$ cat src/rtl/aes_axis_tx.sv
// AES result block serializer: queues 128-bit result blocks in a small FIFO and
// streams each one out as BLK_S/WORD_S words on an AXI4-Stream master.
module aes_axis_tx #(
    parameter int BLK_S      = 128,
    parameter int WORD_S     = 32,
    parameter int FIFO_DEPTH = 2,
    parameter bit SWAP_BYTES = 1'b1
) (
    input  logic                  aclk,
    input  logic                  aresetn,
    input  logic [BLK_S-1:0]      blk_in_data,
    input  logic                  blk_in_last,
    input  logic                  blk_in_valid,
    output logic                  blk_in_ready,
    output logic [WORD_S-1:0]     m00_axis_tdata,
    output logic [WORD_S/8-1:0]   m00_axis_tkeep,
    output logic                  m00_axis_tlast,
    output logic                  m00_axis_tvalid,
    input  logic                  m00_axis_tready,
    output logic                  busy,
    output logic                  o_dbg_state
);

    // Handshakes: a transfer happens on a rising edge where valid && ready are
    // both high; valid never waits on ready and held data stays stable until taken.

    localparam int N      = BLK_S / WORD_S;
    localparam int CNT_W  = (N > 1) ? $clog2(N) : 1;
    localparam int PTR_W  = (FIFO_DEPTH > 1) ? $clog2(FIFO_DEPTH) : 1;
    localparam logic [CNT_W-1:0] LAST_WORD = CNT_W'(N - 1);
    localparam logic [PTR_W:0]   DEPTH_CNT = (PTR_W + 1)'(FIFO_DEPTH);

    typedef enum logic {
        S_IDLE = 1'b0,
        S_SEND = 1'b1
    } state_t;

    state_t             r_state;
    state_t             w_state_next;
    logic [BLK_S:0]     r_mem [FIFO_DEPTH];
    logic [PTR_W-1:0]   r_wr_ptr;
    logic [PTR_W-1:0]   r_rd_ptr;
    logic [PTR_W:0]     r_count;
    logic [PTR_W:0]     w_count_next;
    logic               r_in_ready;
    logic [BLK_S-1:0]   r_shift;
    logic               r_last;
    logic [CNT_W-1:0]   r_word_cnt;
    logic               w_push;
    logic               w_pop;
    logic               w_advance;
    logic               w_empty;
    logic               w_last_word;
    logic [BLK_S:0]     w_head;
    logic [WORD_S-1:0]  w_raw;
    logic [WORD_S-1:0]  w_word;

    assign w_push      = blk_in_valid && r_in_ready;
    assign w_empty     = (r_count == '0);
    assign w_last_word = (r_word_cnt == LAST_WORD);
    assign w_head      = r_mem[r_rd_ptr];

    always_comb begin
        w_count_next = r_count;
        case ({w_push, w_pop})
            2'b10:   w_count_next = r_count + (PTR_W + 1)'(1);
            2'b01:   w_count_next = r_count - (PTR_W + 1)'(1);
            default: w_count_next = r_count;
        endcase
    end

    // Ready is registered from the next occupancy, so a full FIFO never sees a push.
    always_ff @(posedge aclk or negedge aresetn) begin
        if (!aresetn) begin
            r_wr_ptr   <= '0;
            r_rd_ptr   <= '0;
            r_count    <= '0;
            r_in_ready <= 1'b0;
        end else begin
            if (w_push) r_wr_ptr <= r_wr_ptr + PTR_W'(1);
            if (w_pop)  r_rd_ptr <= r_rd_ptr + PTR_W'(1);
            r_count    <= w_count_next;
            r_in_ready <= (w_count_next != DEPTH_CNT);
        end
    end

    always_ff @(posedge aclk) begin
        if (w_push) r_mem[r_wr_ptr] <= {blk_in_last, blk_in_data};
    end

    always_comb begin
        w_state_next = r_state;
        w_pop        = 1'b0;
        w_advance    = 1'b0;
        case (r_state)
            S_IDLE: begin
                if (!w_empty) begin
                    w_pop        = 1'b1;
                    w_state_next = S_SEND;
                end
            end
            S_SEND: begin
                if (m00_axis_tready) begin
                    if (!w_last_word) begin
                        w_advance = 1'b1;
                    end else if (!w_empty) begin
                        w_pop = 1'b1;
                    end else begin
                        w_state_next = S_IDLE;
                    end
                end
            end
            default: w_state_next = S_IDLE;
        endcase
    end

    // The current word always sits at the top of the shift register.
    always_ff @(posedge aclk or negedge aresetn) begin
        if (!aresetn) begin
            r_state    <= S_IDLE;
            r_shift    <= '0;
            r_last     <= 1'b0;
            r_word_cnt <= '0;
        end else begin
            r_state <= w_state_next;
            if (w_pop) begin
                r_shift    <= w_head[BLK_S-1:0];
                r_last     <= w_head[BLK_S];
                r_word_cnt <= '0;
            end else if (w_advance) begin
                r_shift    <= r_shift << WORD_S;
                r_word_cnt <= r_word_cnt + CNT_W'(1);
            end
        end
    end

    assign w_raw = r_shift[BLK_S-1 -: WORD_S];

    generate
        if (SWAP_BYTES) begin : g_swap
            always_comb begin
                w_word = '0;
                for (int b = 0; b < WORD_S / 8; b++) begin
                    w_word[8*b +: 8] = w_raw[WORD_S-8-8*b +: 8];
                end
            end
        end else begin : g_noswap
            assign w_word = w_raw;
        end
    endgenerate

    assign blk_in_ready    = r_in_ready;
    assign m00_axis_tdata  = w_word;
    assign m00_axis_tkeep  = '1;
    assign m00_axis_tvalid = (r_state == S_SEND);
    assign m00_axis_tlast  = (r_state == S_SEND) && w_last_word && r_last;
    assign busy            = (r_state == S_SEND) || !w_empty;
    assign o_dbg_state     = (r_state == S_SEND);

endmodule

$ cat config.mk
export PLATFORM = sky130hd
export DESIGN_NAME = aes_axis_tx
export DESIGN_NICKNAME = d
export VERILOG_FILES = /design/src/rtl/aes_axis_tx.sv
export SDC_FILE = /design/constraint.sdc
export NUM_CORES = 1
export LEC_CHECK = 0
export CAP_MARGIN = 20
export CORE_MARGIN = 3
export CORE_UTILIZATION = 40
export CTS_BUF_LIST = sky130_fd_sc_hd__clkbuf_2
export DETAILED_ROUTE_END_ITERATION = 10
export DONT_BUFFER_PORTS = 1
export GPL_TIMING_DRIVEN = 0
export PLACE_DENSITY = 0.63
export SETUP_SLACK_MARGIN = 0.15
export SYNTH_ARGS = -nofsm -noshare
export SYNTH_HDL_FRONTEND = slang
export SYNTH_SLANG_ARGS = --single-unit
$ cat constraint.sdc
create_clock -name aclk -period 5.8 [get_ports aclk]
set_input_delay 0.87 -clock aclk [delete_from_list [all_inputs] [get_ports aclk]]
set_output_delay 0.87 -clock aclk [all_outputs]
set_load 0.02 [all_outputs]
==> impl_results.md, run 1 <==
* Setup TNS at 0 ps
* Filler cell count at 3355
* Clock group share of total power at 0.229
* CP max stage cell: dfrtp_1
* Register area share after synthesis at 0.728
* Gr ovfl total at 0
* DRT Pass-1 Iters at 5
* Cts hold-fix bufs at between 100 and 150
* CP Cell Sequence: and3_1
* All-Layer GR Usage at 0.188
* I/O pins at 174
* CTS tree: built
* Sw Ratio at 0.348
* Layout cells sized above 1 at 0.212
* Via Count at 9038
* Vias per Instance at 5.15
* Mapped Cells at 912
* VDD IR max at 0.198 mV
* Reg power frac at 0.465
* Storage cell area at 0.0112 mm2
* Psw at 3.10 mW
* Die width at 202 um
* Final hold vios at 0
* CP startpoint: m00_axis_tvalid$_DFF_PN0_
* Area taken by multi-input logic gates at 0.00352 mm2
* Ranking of synthesized cells by area: edfxtp_1 (50%), dfrtp_1 (22%), mux2i_1 (13%)
* Area of the die at about 0.041 mm2
* Setup crit end: m00_axis_tlast
* Critical path's top delay family: flip-flops
* PortBufs at 0
* Minimum clock period at 3080 ps
* CORE AREA at between 0.03 and 0.04 mm2
* Reg2reg setup slack at 3040 ps
* Final instance area at 0.0185 mm2
* Drt wl/cell at 21.8 um
* Resized Gates After CTS at 0
* Startpoint Class: flip-flop
* Reg2reg end: r_count[1]$_DFF_PN0_
* Synth warn at 0
* Post-placement cell area at ~0.016 mm2
* RSZ-0062 raised after global routing: no
* Initial core utilization at 0.407
* Int Power at 5.82 mW
* Gpl congestion at 0.727
* Synth Cell Area at 0.0154 mm2
* Post-CTS setup buffer count at 0
* Largest net degree at the start of global routing at 138
* Leakage at between 7 and 8 nW
* Num CTS Buffers at 102
* Status: finished clean
* Data arrival, critical path at 2210 ps
* Origin of the critical flop-to-flop path: m00_axis_tvalid$_DFF_PN0_
* Final Routed Wirelength at 38300 um
* Critical path buffer and inverter count at 0
* DRC viols at 0
* Stages on the worst setup path at 1
* Worst min-delay path category: input pin to flip-flop
* First-pass GRT wire length at 57900 um
* Place WS at 3010 ps
* Fin util at 0.491
* First DRT Iteration DRCs at 539
* Syn Area/Cell at 16.8 um2
* Clock sink count at 395
* Clock Latency Late Sink at 1000 ps
* Total of max-cap violations at 0
* Crit share post-route at 0.530
* Max Fclk at 325 MHz
* Max Slew Vio Count at 0
* Crit path max fanout at 7
* Final worst slack at 2720 ps
* Reg2reg path depth at 9
* CTS max path bufs at 3
* Combinational Power Share at 0.306
* Post-route ant nets at 0
* Die Ht at 202 um
* FF+latch count, synth at 395
* Detailed Place HPWL at 25200 um
* Critical path class: flip-flop to primary output
* Final setup vio count at 0
* PwrDens at 482 mW/mm2
* Root buffer cell: clkbuf_2
* Synth unique cells at 32
* H-tree depth at 3
* Max_slew headroom at 0.363
* CP required at 4930 ps
* Vias in the first global route at 9698
* Yosys top cell area share at 0.505
* Fin nets at 1291
* Layout overhead on the synthesized area at 20.6%
* Crit end category: primary output
* # rows at 71
* Worst slew pin tran at 955 ps
* Clock Skew at slightly below 80 ps
* Slowest cell delay on critical path at 740 ps
* Synth area leader: edfxtp_1
* Antenna violations before repair at 3
* Clk pin slew, worst setup/hold paths at between 100 and 150 ps
[cells in the mapped netlist, drive strengths merged]
| library cell | count |
|---|---|
| a21oi | 1 |
| mux2i | 195 |
| nand2 | 3 |
| dfrtp | 137 |
| o21bai | 1 |
| and3 | 2 |
| nor3 | 64 |
| o21a | 2 |
| conb | 1 |
| inv | 1 |
| a21boi | 1 |
| nand3b | 1 |
| a221o | 63 |
| edfxtp | 258 |
| o21ai | 34 |
| or3 | 1 |
| nor2 | 3 |
| nand2b | 1 |
| and3b | 1 |
| or2 | 2 |
| o211ai | 32 |
| xnor2 | 5 |
| buf | 76 |
| ha | 2 |
| clkbuf | 25 |
[metrics by stage]
stage          power (mW)  instances  hold WS, ps
6_report             8.92       1755          140
2_1_floorplan        6.03        915          464
3_5_place_dp         6.86       1432          494
5_1_grt              9.44       1755         44.5
3_3_place_gp         6.81       1426          489
4_1_cts              9.03       1753         31.5
[flip-flops by register name (all words and copies together), names as in the netlist]
signal           cells
blk_in_ready         1
m00_axis_tvalid      1
r_count              2
r_last               1
r_mem              258
r_rd_ptr             1
r_shift            128
r_word_cnt           2
r_wr_ptr             1
[how the worst min path moves through the flow]
| stage | endpoint | start | cells past startpoint | slack, ps |
|---|---|---|---|---|
| 4_1_cts | r_wr_ptr$_DFFE_PN0P_ | blk_in_valid | 2 | 30 |
| 3_5_place_dp | r_shift[46]$_DFFE_PN0P_ | r_shift[14]$_DFFE_PN0P_ | 1 | 490 |
| 6_report | r_wr_ptr$_DFFE_PN0P_ | blk_in_valid | 2 | 140 |
| 2_1_floorplan | r_last$_DFFE_PN0P_ | r_last$_DFFE_PN0P_ | 2 | 460 |
| 5_1_grt | r_wr_ptr$_DFFE_PN0P_ | blk_in_valid | 2 | 40 |
| 3_3_place_gp | r_shift[46]$_DFFE_PN0P_ | r_shift[14]$_DFFE_PN0P_ | 1 | 490 |
[cells in the final DEF (no fill, tap or decap), types with 3 or more instances in the layout]
cell type / count
buf_4: 45
edfxtp_1: 258
o211ai_1: 32
o21ai_1: 29
dfrtp_1: 137
buf_2: 17
a221o_1: 63
bufinv_16: 4
nor3_1: 64
buf_16: 3
buf_12: 4
mux2i_1: 195
xnor2_1: 5
dlygate4sd3_1: 130
o21ai_0: 5
buf_6: 12
nand2_1: 3
clkbuf_1: 23
clkinv_1: 15
clkbuf_2: 166
conb_1: 4
[routing by layer]
| metal | vias up | track usage | wire length (um) |
|---|---|---|---|
| met4 | 2 | 0.0658 | 869 |
| met2 | 320 | 0.296 | 18200 |
| met1 | 4535 | 0.251 | 16800 |
| li1 | 4114 | - | - |
| met5 | - | 0 | 13 |
| met3 | 67 | 0.0527 | 2390 |
[power groups by stage]
stage                     logic (mW)  clock network [mW]  registers [mW]
final                           2.73                2.04            4.15
after global routing            2.95                2.28            4.21
after CTS                       2.77                2.12            4.14
after detailed placement        2.65                   0            4.21
after global placement          2.53                   0            4.28
after floorplan                 1.93                   0            4.10
[cell type report]
cell class | instances | share of cell area
Timing Repair Buffer | 137 | 0.0790
Inverter | 1 | 0.000608
Sequential cell | 395 | 0.603
Clock inverter | 24 | 0.0109
Tap cell | 511 | 0.0345
Buffer | 101 | 0.0360
Antenna cell | 2 | 0.000270
Clock buffer | 166 | 0.0449
Multi-Input combinational cell | 418 | 0.190
[logic make-up (layout without fill, tap and decap cells)]
group,Yosys count,count (layout),synth area share
DFF,395,395,0.728
muxes,195,195,0.127
AOI/OAI and AO/OA,134,134,0.0701
buffers and inverters,102,429,0.0442
and+or+nand+nor,78,78,0.0260
xor gates and xnor gates,5,5,0.00285
adders and majority gates,2,2,0.00163
other,1,6,0.000244
No activity file was read; power rests on OpenSTA's default activity.
==> run 2, diff against run 1 <==
Clock period 5.8 ns to 2.75 ns, I/O delays scaled along.
==> impl_results.md, run 2 (synthesis gave the netlist of run 1 again) <==
* Vias in the first global route at 10100 (was 9698)
* Final hold vios at 137 (was 0)
* Die Ht at 202 um (unchanged)
* First-pass GRT wire length at 59900 um (was 57900 um)
* Post-route ant nets at 0 (unchanged)
* H-tree depth at 3 (unchanged)
* Most common cell after layout, fill and taps aside: edfxtp_1 (unchanged)
* Crit share post-route at 0.899
* Final Routed Wirelength at 39100 um (was 38300 um)
* DRT Pass-1 Iters at 6 (was 5)
* Layout cells sized above 1 at 0.192 (was 0.212)
* Max_slew headroom at 0.365 (was 0.363)
* Total of max-cap violations at 0 (unchanged)
* Reg power frac at 0.468 (was 0.465)
* Final worst slack at 278 ps (was 2720 ps)
* Clk pin slew, worst setup/hold paths at 110 ps (about the same)
* CORE AREA at 0.0378 mm2 (unchanged)
* # rows at 71 (unchanged)
* Int Power at 12.2 mW (was 5.82 mW)
* Via Count at 9402 (was 9038)
* PortBufs at 0 (unchanged)
* Place WS at 8.68 ps (was 3010 ps)
* Initial core utilization at 0.407 (unchanged)
* Drt wl/cell at 20.9 um (was 21.8 um)
* Root buffer cell: clkbuf_2 (unchanged)
* All-Layer GR Usage at 0.194 (was 0.188)
* Final setup vio count at 0 (unchanged)
* Minimum clock period at 2470 ps
* Psw at 6.56 mW (was 3.10 mW)
* Largest regs: r_mem (258), r_shift (128) (unchanged)
* Sw Ratio at 0.350 (was 0.348)
* Die width at 202 um (unchanged)
* Num CTS Buffers at 102 (unchanged)
* Detailed Place HPWL at 24800 um (was 25200 um)
* Status: finished with violations (was finished clean)
* Gr ovfl total at 0 (unchanged)
* Antenna violations before repair at 2 (was 3)
* Crit path max fanout at 10 (was 7)
* PwrDens at 956 mW/mm2 (was 482 mW/mm2)
* Clock Latency Late Sink at 980 ps (was 1000 ps)
* Final Power at 18.7 mW (was 8.92 mW)
* Slowest cell delay on critical path at 540 ps (was 740 ps)
* Startpoint Class: flip-flop (unchanged)
* Worst slew pin tran at 952 ps (was 955 ps)
* Failing checks: hold timing
* Worst hold slack at -889 ps (was 140 ps)
* Worst min-delay path category: input pin to asynchronous set/reset pin (was input pin to flip-flop)
* Max Fclk at between 400 and 500 MHz
* Area of the die at 0.0408 mm2 (unchanged)
* Max Slew Vio Count at 0 (unchanged)
* Leakage at 7.92 nW (was 7.50 nW)
* Combinational Power Share at 0.314 (was 0.306)
* First DRT Iteration DRCs at 547 (was 539)
* DRC viols at 0 (unchanged)
* Vias per Instance at 5.04 (was 5.15)
* Critical path class: flip-flop to flip-flop (was flip-flop to primary output)
* Commonest non-fill, non-tap cells in the layout: edfxtp_1 (258), dlygate4sd3_1 (238), mux2i_1 (195), clkbuf_2 (157), dfrtp_1 (135) (was edfxtp_1 (258), mux2i_1 (195), clkbuf_2 (166), dfrtp_1 (137), dlygate4sd3_1 (130))
* Gpl congestion at 0.791 (was 0.727)
* RSZ-0062 raised after global routing: no (unchanged)
* VDD IR max at 0.432 mV (was 0.198 mV)
* CP max stage cell: dfrtp_2 (was dfrtp_1)
* Max reg flops at 258 (unchanged)
* Largest Register: r_mem (unchanged)
* Layout overhead on the synthesized area at 27.5% (was 20.6%)
* CP Cell Sequence: a21boi_1 -> buf_4 -> or2_1 -> buf_6 -> inv_8 -> buf_8 -> ha_1 -> o21a_1 -> or2_2 (was and3_1)
* CP required at 3630 ps (was 4930 ps)
* CTS tree: built (unchanged)
* Data arrival, critical path at 3350 ps (was 2210 ps)
* CTS max path bufs at 3 (unchanged)
* Clock group share of total power at 0.218 (was 0.229)
* Fin nets at 1399 (was 1291)
* Largest net degree at the start of global routing at 138 (unchanged)
* I/O pins at 174 (unchanged)
* Clock Skew at 66.6 ps (was 78.7 ps)
* Clock sink count at 395 (unchanged)
* Crit end category: flip-flop (was primary output)
==> run 2: cell count changes in the layout (fill, tap and decap cells not counted), sizes merged <==
cell	change
dlygate4sd3	+108
bufinv	-2
clkinv	+13
clkbuf	-9
diode	+1
==> run 2: what timing repair did <==
item	4_1_cts	5_1_grt
pin swaps	0	0
buffers inserted	0	0
setup endpoints to repair	3	1
resized for setup	2	4
hold buffers	235	3
hold endpoints to repair	526	142
==> run 2: path summary, 6_finish.rpt <==
path | start | endpoint | slack [ps] | cells after the start
min | aresetn | r_count[1]$_DFF_PN0_ | -890 | 0
max | m00_axis_tvalid$_DFF_PN0_ | r_count[1]$_DFF_PN0_ | 280 | 9
max reg2reg | m00_axis_tvalid$_DFF_PN0_ | r_count[1]$_DFF_PN0_ | 280 | 9
min in group aclk | blk_in_data[83] | r_mem[1][83]$_DFFE_PP_ | 130 | 1
min reg2reg | r_shift[14]$_DFFE_PN0P_ | r_shift[46]$_DFFE_PN0P_ | 500 | 1
max in group asynchronous | aresetn | r_shift[97]$_DFFE_PN0P_ | 3280 | 0
==> run 2: power by group through the flow <==
stage	clock network, mW	registers [mW]	logic, mW
6_report	4.08	8.76	5.87
5_1_grt	4.59	8.90	6.35
4_1_cts	4.22	8.74	5.92
3_5_place_dp	0	8.86	5.61
3_3_place_gp	0	8.94	5.35
2_1_floorplan	0	8.59	4.08
==> run 2: metrics by stage <==
stage | util | std cells | instance area, um2 | hold WS, ps | setup TNS (ps)
detailed placement | 0.429 | 1433 | 16200 | 121 | 0
floorplan | - | 915 | 15400 | 117 | -12960
CTS | 0.517 | 1860 | 19500 | -1050 | 0
global placement | 0.424 | 1426 | 16000 | 122 | -301980
finish | 0.518 | 1866 | 19600 | -889 | 0
global route | 0.518 | 1866 | 19600 | -1050 | 0
==> run 2: critical path, delay by kind of cell (launching register included) <==
kind | cells | cell delay, ps
AOI/OAI and AO/OA | 2 | 390
buffers and inverters | 4 | 630
adders and majority gates | 1 | 290
and+or+nand+nor | 2 | 520
DFF | 1 | 540
==> run 2: cell type report <==
class / instances / area, um2
timing repair buffer: 245 / 2540
fill: 3184 / 18200
clock inverter: 35 / 191
multi-input combinational: 418 / 3540
inverter: 1 / 11.3
tap: 511 / 639
sequential: 395 / 11200
buffer: 101 / 673
antenna: 3 / 7.51
clock buffer: 157 / 786
==> run 2: metal layers <==
metal / vias to the layer above / global-route usage / part of all wire
met5: - / 0 / 0
met2: 328 / 0.317 / 0.48
met3: 70 / 0.0502 / 0.057
li1: 4335 / - / -
met4: 0 / 0.0693 / 0.024
met1: 4669 / 0.253 / 0.44
